<file path="src/rtl/frame_stream_reader_if.sv">
// frame_stream_reader_if: command, read-data, output-FIFO and status signals
// of the frame stream reader. master = the reader, slave = its environment.
interface frame_stream_reader_if #(
    parameter int ADDR_WIDTH = 21,
    parameter int BUF_W      = 2
);
    logic                  frame_req;
    logic [BUF_W-1:0]      buf_sel;
    logic                  cmd;
    logic                  cmd_en;
    logic [ADDR_WIDTH-1:0] addr;
    logic [31:0]           rd_data;
    logic                  rd_data_valid;
    logic [16:0]           out_data;
    logic                  out_wr_en;
    logic                  out_full;
    logic                  busy;
    logic                  frame_done;
    logic                  error;

    modport master (
        input  frame_req, buf_sel, rd_data, rd_data_valid, out_full,
        output cmd, cmd_en, addr, out_data, out_wr_en, busy, frame_done, error
    );

    modport slave (
        output frame_req, buf_sel, rd_data, rd_data_valid, out_full,
        input  cmd, cmd_en, addr, out_data, out_wr_en, busy, frame_done, error
    );
endinterface

</file>
<file path="src/rtl/frame_stream_reader.sv">
// frame_stream_reader: reads one frame from the SDRAM frame store in bursts
// and writes it to the output FIFO as a tagged 17-bit stream
// (start marker, pixels, end marker).
// Optional feature macro FRAME_READER_ROW_MARKER_EN: when defined, a row
// marker 17'h10001 precedes every row; when undefined, no row markers and
// no column/row counters.
module frame_stream_reader #(
    parameter int IMAGE_WIDTH  = 23,
    parameter int IMAGE_HEIGHT = 17,
    parameter int MEMORY_BURST = 32,
    parameter int NUM_BUFFERS  = 3,
    parameter int ADDR_WIDTH   = 21
) (
    input  logic                  clk,
    input  logic                  rst,
    frame_stream_reader_if.master bus
);
    localparam int NUM_PIX      = IMAGE_WIDTH * IMAGE_HEIGHT;
    localparam int FRAME_STRIDE = NUM_PIX + MEMORY_BURST;
    localparam int NUM_BURSTS   = (NUM_PIX + MEMORY_BURST - 1) / MEMORY_BURST;
    localparam int BEATS        = MEMORY_BURST / 2;
    localparam int PIX_W        = $clog2(NUM_PIX + MEMORY_BURST);
    localparam int BST_W        = $clog2(NUM_BURSTS + 1);
    localparam int IDX_W        = $clog2(MEMORY_BURST + 1);
    localparam int IDXA_W       = $clog2(MEMORY_BURST);
    localparam int BEAT_W       = (BEATS > 1) ? $clog2(BEATS) : 1;

    typedef enum logic [2:0] {
        IDLE, START_MARK, ISSUE, WAIT_DATA, DRAIN, END_MARK
    } state_t;

    state_t                r_state;
    logic [ADDR_WIDTH-1:0] r_addr;
    logic                  r_cmd_en;
    logic                  r_frame_done;
    logic                  r_error;
    logic [BST_W-1:0]      r_burst;
    logic [BEAT_W-1:0]     r_beat;
    logic [IDX_W-1:0]      r_didx;
    logic [PIX_W-1:0]      r_pix;
    logic [15:0]           r_buf [MEMORY_BURST];

    logic                  w_emit;
    logic                  w_mark;
    logic                  w_drain_done;
    logic                  w_acc;
    logic [16:0]           w_word;
    logic [IDXA_W-1:0]     w_lo;
    logic [IDXA_W-1:0]     w_hi;

`ifdef FRAME_READER_ROW_MARKER_EN
    localparam int COL_W = (IMAGE_WIDTH > 1) ? $clog2(IMAGE_WIDTH) : 1;
    localparam int ROW_W = $clog2(IMAGE_HEIGHT + 1);
    logic [COL_W-1:0] r_col;
    logic [ROW_W-1:0] r_row;
    logic             r_mark_sent;   // row marker already written for current row
`endif

    // Each beat carries two pixels; the low half is the even (earlier) one.
    assign w_lo = IDXA_W'({r_beat, 1'b0});
    assign w_hi = w_lo | IDXA_W'(1);

    // Burst is fully consumed, or the frame has all its pixels (over-read tail dropped).
    assign w_drain_done = (r_didx == IDX_W'(MEMORY_BURST)) || (r_pix == PIX_W'(NUM_PIX));

    // Select the word presented to the FIFO in the current state.
    always_comb begin
        w_emit = 1'b0;
        w_mark = 1'b0;
        w_word = '0;
        case (r_state)
            START_MARK: begin
                w_emit = 1'b1;
                w_word = 17'h10000;
            end
            DRAIN: begin
                w_emit = ~w_drain_done;
`ifdef FRAME_READER_ROW_MARKER_EN
                w_mark = (r_col == '0) && !r_mark_sent && (r_row < ROW_W'(IMAGE_HEIGHT));
`endif
                w_word = w_mark ? 17'h10001 : {1'b0, r_buf[r_didx[IDXA_W-1:0]]};
            end
            END_MARK: begin
                w_emit = 1'b1;
                w_word = 17'h1FFFF;
            end
            default: ;
        endcase
    end

    // A word is accepted on the edge where it is presented and the FIFO is not full.
    assign w_acc = w_emit & ~bus.out_full;

    // Capture read beats into the burst buffer.
    always_ff @(posedge clk) begin
        if (r_state == WAIT_DATA && bus.rd_data_valid) begin
            r_buf[w_lo] <= bus.rd_data[15:0];
            r_buf[w_hi] <= bus.rd_data[31:16];
        end
    end

    // Frame sequencing: start marker, issue/fill/drain per burst, end marker.
    always_ff @(posedge clk or posedge rst) begin
        if (rst) begin
            r_state      <= IDLE;
            r_addr       <= '0;
            r_cmd_en     <= 1'b0;
            r_frame_done <= 1'b0;
            r_error      <= 1'b0;
            r_burst      <= '0;
            r_beat       <= '0;
            r_didx       <= '0;
            r_pix        <= '0;
`ifdef FRAME_READER_ROW_MARKER_EN
            r_col        <= '0;
            r_row        <= '0;
            r_mark_sent  <= 1'b0;
`endif
        end else begin
            r_frame_done <= 1'b0;
            // Beats outside a burst window are dropped and flagged.
            if (bus.rd_data_valid && r_state != WAIT_DATA)
                r_error <= 1'b1;
            case (r_state)
                IDLE: begin
                    if (bus.frame_req) begin
                        if (int'(bus.buf_sel) >= NUM_BUFFERS) begin
                            r_error <= 1'b1;
                        end else begin
                            r_addr      <= ADDR_WIDTH'(int'(bus.buf_sel) * FRAME_STRIDE);
                            r_burst     <= '0;
                            r_beat      <= '0;
                            r_didx      <= '0;
                            r_pix       <= '0;
`ifdef FRAME_READER_ROW_MARKER_EN
                            r_col       <= '0;
                            r_row       <= '0;
                            r_mark_sent <= 1'b0;
`endif
                            r_state     <= START_MARK;
                        end
                    end
                end
                START_MARK: begin
                    if (w_acc) begin
                        r_cmd_en <= 1'b1;
                        r_state  <= ISSUE;
                    end
                end
                ISSUE: begin
                    r_cmd_en <= 1'b0;
                    r_addr   <= r_addr + ADDR_WIDTH'(MEMORY_BURST);
                    r_burst  <= r_burst + 1'b1;
                    r_beat   <= '0;
                    r_state  <= WAIT_DATA;
                end
                WAIT_DATA: begin
                    if (bus.rd_data_valid) begin
                        if (r_beat == BEAT_W'(BEATS - 1)) begin
                            r_beat  <= '0;
                            r_didx  <= '0;
                            r_state <= DRAIN;
                        end else begin
                            r_beat <= r_beat + 1'b1;
                        end
                    end
                end
                DRAIN: begin
                    if (w_drain_done) begin
                        if (r_burst == BST_W'(NUM_BURSTS)) begin
                            r_state <= END_MARK;
                        end else begin
                            r_cmd_en <= 1'b1;
                            r_state  <= ISSUE;
                        end
                    end else if (w_acc) begin
                        if (w_mark) begin
`ifdef FRAME_READER_ROW_MARKER_EN
                            r_mark_sent <= 1'b1;
`endif
                        end else begin
                            r_didx <= r_didx + 1'b1;
                            r_pix  <= r_pix + 1'b1;
`ifdef FRAME_READER_ROW_MARKER_EN
                            r_mark_sent <= 1'b0;
                            if (r_col == COL_W'(IMAGE_WIDTH - 1)) begin
                                r_col <= '0;
                                r_row <= r_row + 1'b1;
                            end else begin
                                r_col <= r_col + 1'b1;
                            end
`endif
                        end
                    end
                end
                END_MARK: begin
                    if (w_acc) begin
                        r_frame_done <= 1'b1;
                        r_state      <= IDLE;
                    end
                end
                default: r_state <= IDLE;
            endcase
        end
    end

    assign bus.cmd        = 1'b0;
    assign bus.cmd_en     = r_cmd_en;
    assign bus.addr       = r_addr;
    assign bus.out_data   = w_word;
    assign bus.out_wr_en  = w_acc;
    assign bus.busy       = (r_state != IDLE);
    assign bus.frame_done = r_frame_done;
    assign bus.error      = r_error;
endmodule

</file>
<file path="src/flat_wrapper.sv">
// flat-port wrapper written by rule: the top's interface ports become plain ports
module frame_stream_reader_flat 
#(
    parameter int IMAGE_WIDTH  = 23,
    parameter int IMAGE_HEIGHT = 17,
    parameter int MEMORY_BURST = 32,
    parameter int NUM_BUFFERS  = 3,
    parameter int ADDR_WIDTH   = 21
)
  (clk, rst, bus_frame_req, bus_buf_sel, bus_rd_data, bus_rd_data_valid, bus_out_full, bus_cmd, bus_cmd_en, bus_addr, bus_out_data, bus_out_wr_en, bus_busy, bus_frame_done, bus_error);
  frame_stream_reader_if #(.ADDR_WIDTH(ADDR_WIDTH)) bus_i ();
  input  logic clk;
  input  logic rst;
  input wire logic [$bits(bus_i.frame_req)-1:0] bus_frame_req;
  input wire logic [$bits(bus_i.buf_sel)-1:0] bus_buf_sel;
  input wire logic [$bits(bus_i.rd_data)-1:0] bus_rd_data;
  input wire logic [$bits(bus_i.rd_data_valid)-1:0] bus_rd_data_valid;
  input wire logic [$bits(bus_i.out_full)-1:0] bus_out_full;
  output wire logic [$bits(bus_i.cmd)-1:0] bus_cmd;
  output wire logic [$bits(bus_i.cmd_en)-1:0] bus_cmd_en;
  output wire logic [$bits(bus_i.addr)-1:0] bus_addr;
  output wire logic [$bits(bus_i.out_data)-1:0] bus_out_data;
  output wire logic [$bits(bus_i.out_wr_en)-1:0] bus_out_wr_en;
  output wire logic [$bits(bus_i.busy)-1:0] bus_busy;
  output wire logic [$bits(bus_i.frame_done)-1:0] bus_frame_done;
  output wire logic [$bits(bus_i.error)-1:0] bus_error;
  assign bus_i.frame_req = bus_frame_req;
  assign bus_i.buf_sel = bus_buf_sel;
  assign bus_i.rd_data = bus_rd_data;
  assign bus_i.rd_data_valid = bus_rd_data_valid;
  assign bus_i.out_full = bus_out_full;
  assign bus_cmd = bus_i.cmd;
  assign bus_cmd_en = bus_i.cmd_en;
  assign bus_addr = bus_i.addr;
  assign bus_out_data = bus_i.out_data;
  assign bus_out_wr_en = bus_i.out_wr_en;
  assign bus_busy = bus_i.busy;
  assign bus_frame_done = bus_i.frame_done;
  assign bus_error = bus_i.error;
  frame_stream_reader #(.IMAGE_WIDTH(IMAGE_WIDTH), .IMAGE_HEIGHT(IMAGE_HEIGHT), .MEMORY_BURST(MEMORY_BURST), .NUM_BUFFERS(NUM_BUFFERS), .ADDR_WIDTH(ADDR_WIDTH)) u_core (.clk(clk), .rst(rst), .bus(bus_i));
endmodule
</file>
<file path="config.mk">
export PLATFORM = sky130hd
export DESIGN_NAME = frame_stream_reader_flat
export DESIGN_NICKNAME = d
export VERILOG_FILES = /design/src/rtl/frame_stream_reader_if.sv /design/src/rtl/frame_stream_reader.sv /design/src/flat_wrapper.sv
export SDC_FILE = /design/constraint.sdc
export NUM_CORES = 1
export LEC_CHECK = 0
export ABC_AREA = 1
export BUFFER_PORTS_ARGS = -buffer_cell sky130_fd_sc_hd__buf_2
export CELL_PAD_IN_SITES_DETAIL_PLACEMENT = 0
export CELL_PAD_IN_SITES_GLOBAL_PLACEMENT = 1
export CORE_MARGIN = 2
export CORE_UTILIZATION = 54
export DETAILED_ROUTE_END_ITERATION = 10
export GPL_TIMING_DRIVEN = 0
export PLACE_DENSITY = 0.93
export SLEW_MARGIN = 20
export SYNTH_ARGS = -nofsm -noshare
export SYNTH_HDL_FRONTEND = slang
export SYNTH_SLANG_ARGS = --single-unit
</file>
<file path="constraint.sdc">
create_clock -name clk -period 10 [get_ports clk]
set_clock_uncertainty 0.2 [all_clocks]
set_input_delay 0 -clock clk [delete_from_list [all_inputs] [get_ports clk]]
set_output_delay 0 -clock clk [all_outputs]
set_load 0.1 [all_outputs]
</file>
==> flow_metrics.env <==
export IMPL_routed_wl_mm=69.9
export IMPL_synthCells=2118
export IMPL_drive_above_1_share_pct=11.9
export IMPL_cts_root_buf="clkbuf_16"
export IMPL_coreArea_mm2=0.0433
export IMPL_die_area_mm2=0.0458
export IMPL_fmax_mhz=254
export IMPL_gp_congestion=0.910
export IMPL_p_per_area_mw_per_mm2=222
export IMPL_viasPerCell=5.90
export IMPL_pre_cts_ws_ns=6.84
export IMPL_setup_viol=0
export IMPL_hold_violations=0
export IMPL_crit_buf_inv=4
export IMPL_synth_edf_count=512
export IMPL_layout_nets=2376
export IMPL_path_depth=10
export IMPL_h_tree_depth=2
export IMPL_synth_seq_area_share_pct=69.8
export IMPL_grt_pass1_wl_mm=102
export IMPL_p_total_mw=6.16
export IMPL_start_util_pct=55.0
export IMPL_synthTopCellsByArea="edfxtp_1 65%, nor2_1 7.9%, dfrtp_1 5.3%"
export IMPL_drt_initial_drc_count=2466
export IMPL_clkTransAtPathRegs_ns=0.06
export IMPL_ys_ff_latch=562
export IMPL_crit_path_end_kind="output pin"
export IMPL_syn_area_per_cell_um2=11.2
export IMPL_irDropWorstVdd_mv=0.506
export IMPL_cp_slowest_stage_delay_ns=0.59
export IMPL_drv_slew=0
export IMPL_fin_crit_sh_pct=39.4
export IMPL_final_cell_mix="512 x edfxtp_1, 487 x nor2_1, 303 x nand2_1, 173 x o21ai_0, 119 x nand3_1"
export IMPL_cp_cell_sequence="inv_2, buf_6, clkbuf_1, o21ai_0, o211ai_1, nand3_1, nand2_1, nand3_1, nand2_1, buf_2"
export IMPL_ff2ff_path_depth=7
export IMPL_drc=0
export IMPL_status="finished, final reports clean"
export IMPL_wire_per_inst_um=23.7
export IMPL_maxCapViolCount=0
export IMPL_hold_depth=3
export IMPL_hold_class="input port to flop"
export IMPL_cp_start_kind="flop"
export IMPL_setup_tns_ns=0
export IMPL_area_growth_synth_to_final_pct=16.4
export IMPL_rsz0062_at_grt="no"
export IMPL_cp_max_fo=10
export IMPL_tightest_slew_ns=0.815
export IMPL_yosysUniqueCellTypes=42
export IMPL_antenna_found_initial=3
export IMPL_criticalPathCategory="flop to output pin"
export IMPL_cts_post_setup_buffers_inserted=0
export IMPL_crit_slowest_cell="clkbuf_1"
export IMPL_worstPathArrival_ns=3.74
export IMPL_synthArstFlopShare_pct=8.90
export IMPL_clock_latency_ns=0.61
export IMPL_cts_buffer_depth=3
export IMPL_vias=17400
export IMPL_period_needed_ns=3.94
export IMPL_grt_max_degree=33
export IMPL_grt_usage_pct=30.2
export IMPL_portBuffers=81
export IMPL_synth_largest_area_cell="edfxtp_1"
export IMPL_cp_top_family="buffers and inverters"
export IMPL_die_h_um=214
export IMPL_ys_warnings_count=0
export IMPL_cts_tree="yes"
export IMPL_ys_flop_type="edfxtp_1"
export IMPL_grt_pass1_vias=16600
export IMPL_die_w_um=214
export IMPL_p_leak_nw=10.4
export IMPL_dp_hpwl_mm=45.0
export IMPL_grt_overflow=0
export IMPL_io_pins=83
export IMPL_numCtsBuffers=53
export IMPL_finalWorstSetupSlack_ns=6.06
export IMPL_required_ns=9.80
export IMPL_detail_route_antenna_nets=0
export IMPL_synthesis_nets=2172
export IMPL_synth_area_mm2=0.0238
export IMPL_synthDominantCellAreaShare_pct=64.6
export IMPL_rows=76
export IMPL_cts_sinks=562
export IMPL_layout_commonest_cell="edfxtp_1"
export IMPL_drt_pre_antenna_iters=6
export IMPL_max_slew_margin_pct=45.7
## state kept, by name, indices dropped and copies added (netlist names)
register	cells
u_core.bus.addr	21
u_core.bus.cmd_en	1
u_core.bus.error	1
u_core.bus.frame_done	1
u_core.r_beat	4
u_core.r_buf	512
u_core.r_burst	4
u_core.r_didx	6
u_core.r_pix	9
u_core.r_state	3
## worst paths after layout
path                                    startpoint               endpoint  slack [ns]
max in group asynchronous                      rst    u_core.bus.addr[18]        8.74
worst min-delay path                  bus_out_full  u_core.bus.frame_done        0.03
worst max-delay path              u_core.r_didx[0]        bus_out_data[6]        6.06
worst max register to register   u_core.r_state[0]    u_core.r_buf[8][10]        6.99
worst min register to register  u_core.bus.addr[1]     u_core.bus.addr[1]        0.29
min in group asynchronous                      rst      u_core.r_state[0]        0.32
## timing repair
item,CTS,global route
hold buffers,42,0
gates resized for setup,0,0
hold endpoints to repair,621,0
## cells in the mapped netlist (2+ instances only)
cell,n
a31oi_1,2
nand2_2,2
clkinv_1,2
nor2_2,2
clkbuf_1,44
nor3_1,14
nand3_1,119
buf_2,23
o21ai_1,85
inv_1,82
or2_2,3
o211ai_1,46
edfxtp_1,512
o21ai_0,173
nor2_4,2
a21oi_1,47
dfrtp_1,50
nand4_1,12
buf_1,14
o22ai_1,3
nor2_1,499
xor2_1,9
buf_6,22
buf_4,10
mux2_2,2
nand2_1,303
ha_1,15
nand2_4,2
inv_2,6
## report_power, final
group	internal, mW	switching, mW	total, mW
clock network	1.21	0.877	2.09
logic	0.309	1.05	1.36
registers	2.64	0.0690	2.71
## worst min-delay path: cells and delay by family
| family | cells | cell delay, ns |
|---|---|---|
| buf+inv | 2 | 0.72 |
| simple gates | 1 | 0.07 |
## layer usage
layer / global-route usage (%) / part of all wire (%)
met4: 12.3 / 3.9
met2: 46.4 / 45
met5: 0 / 0
met3: 6.86 / 13
met1: 42.1 / 38
## final cells by class
| cell class | instances | area [um2] |
|---|---|---|
| clock buffers | 63 | 1410 |
| well taps | 585 | 732 |
| multi-input cells | 1352 | 6280 |
| plain buffers | 114 | 671 |
| fillers | 3175 | 15500 |
| clock inverters | 36 | 384 |
| inverters | 90 | 338 |
| flip-flops and latches | 562 | 16600 |
| diodes | 1 | 2.50 |
| repair buffers | 149 | 1280 |
## cell families (layout without fill, tap and decap cells)
logic type | after synthesis | count (layout) | share of synthesized area (%)
simple gates | 964 | 964 | 16.5
flops | 562 | 562 | 69.8
compound gates | 360 | 360 | 8.20
buf+inv | 204 | 452 | 4.24
fa+ha+maj | 15 | 15 | 0.788
xor+xnor | 10 | 10 | 0.368
mux | 2 | 2 | 0.0946
other cells | 1 | 2 | 0.0158
## metrics by stage
step	utilization, %	area (um2)	cells	hold WS (ns)
floorplan	-	23800	2118	-0.134
global placement	57.7	24900	2784	0.0445
detailed placement	59.0	25500	2810	-0.157
CTS	64.1	27700	2951	0.0119
global route	64.1	27700	2952	0.0520
finish	64.1	27700	2952	0.0281
Note: power is estimated with default switching activity, not from simulation.
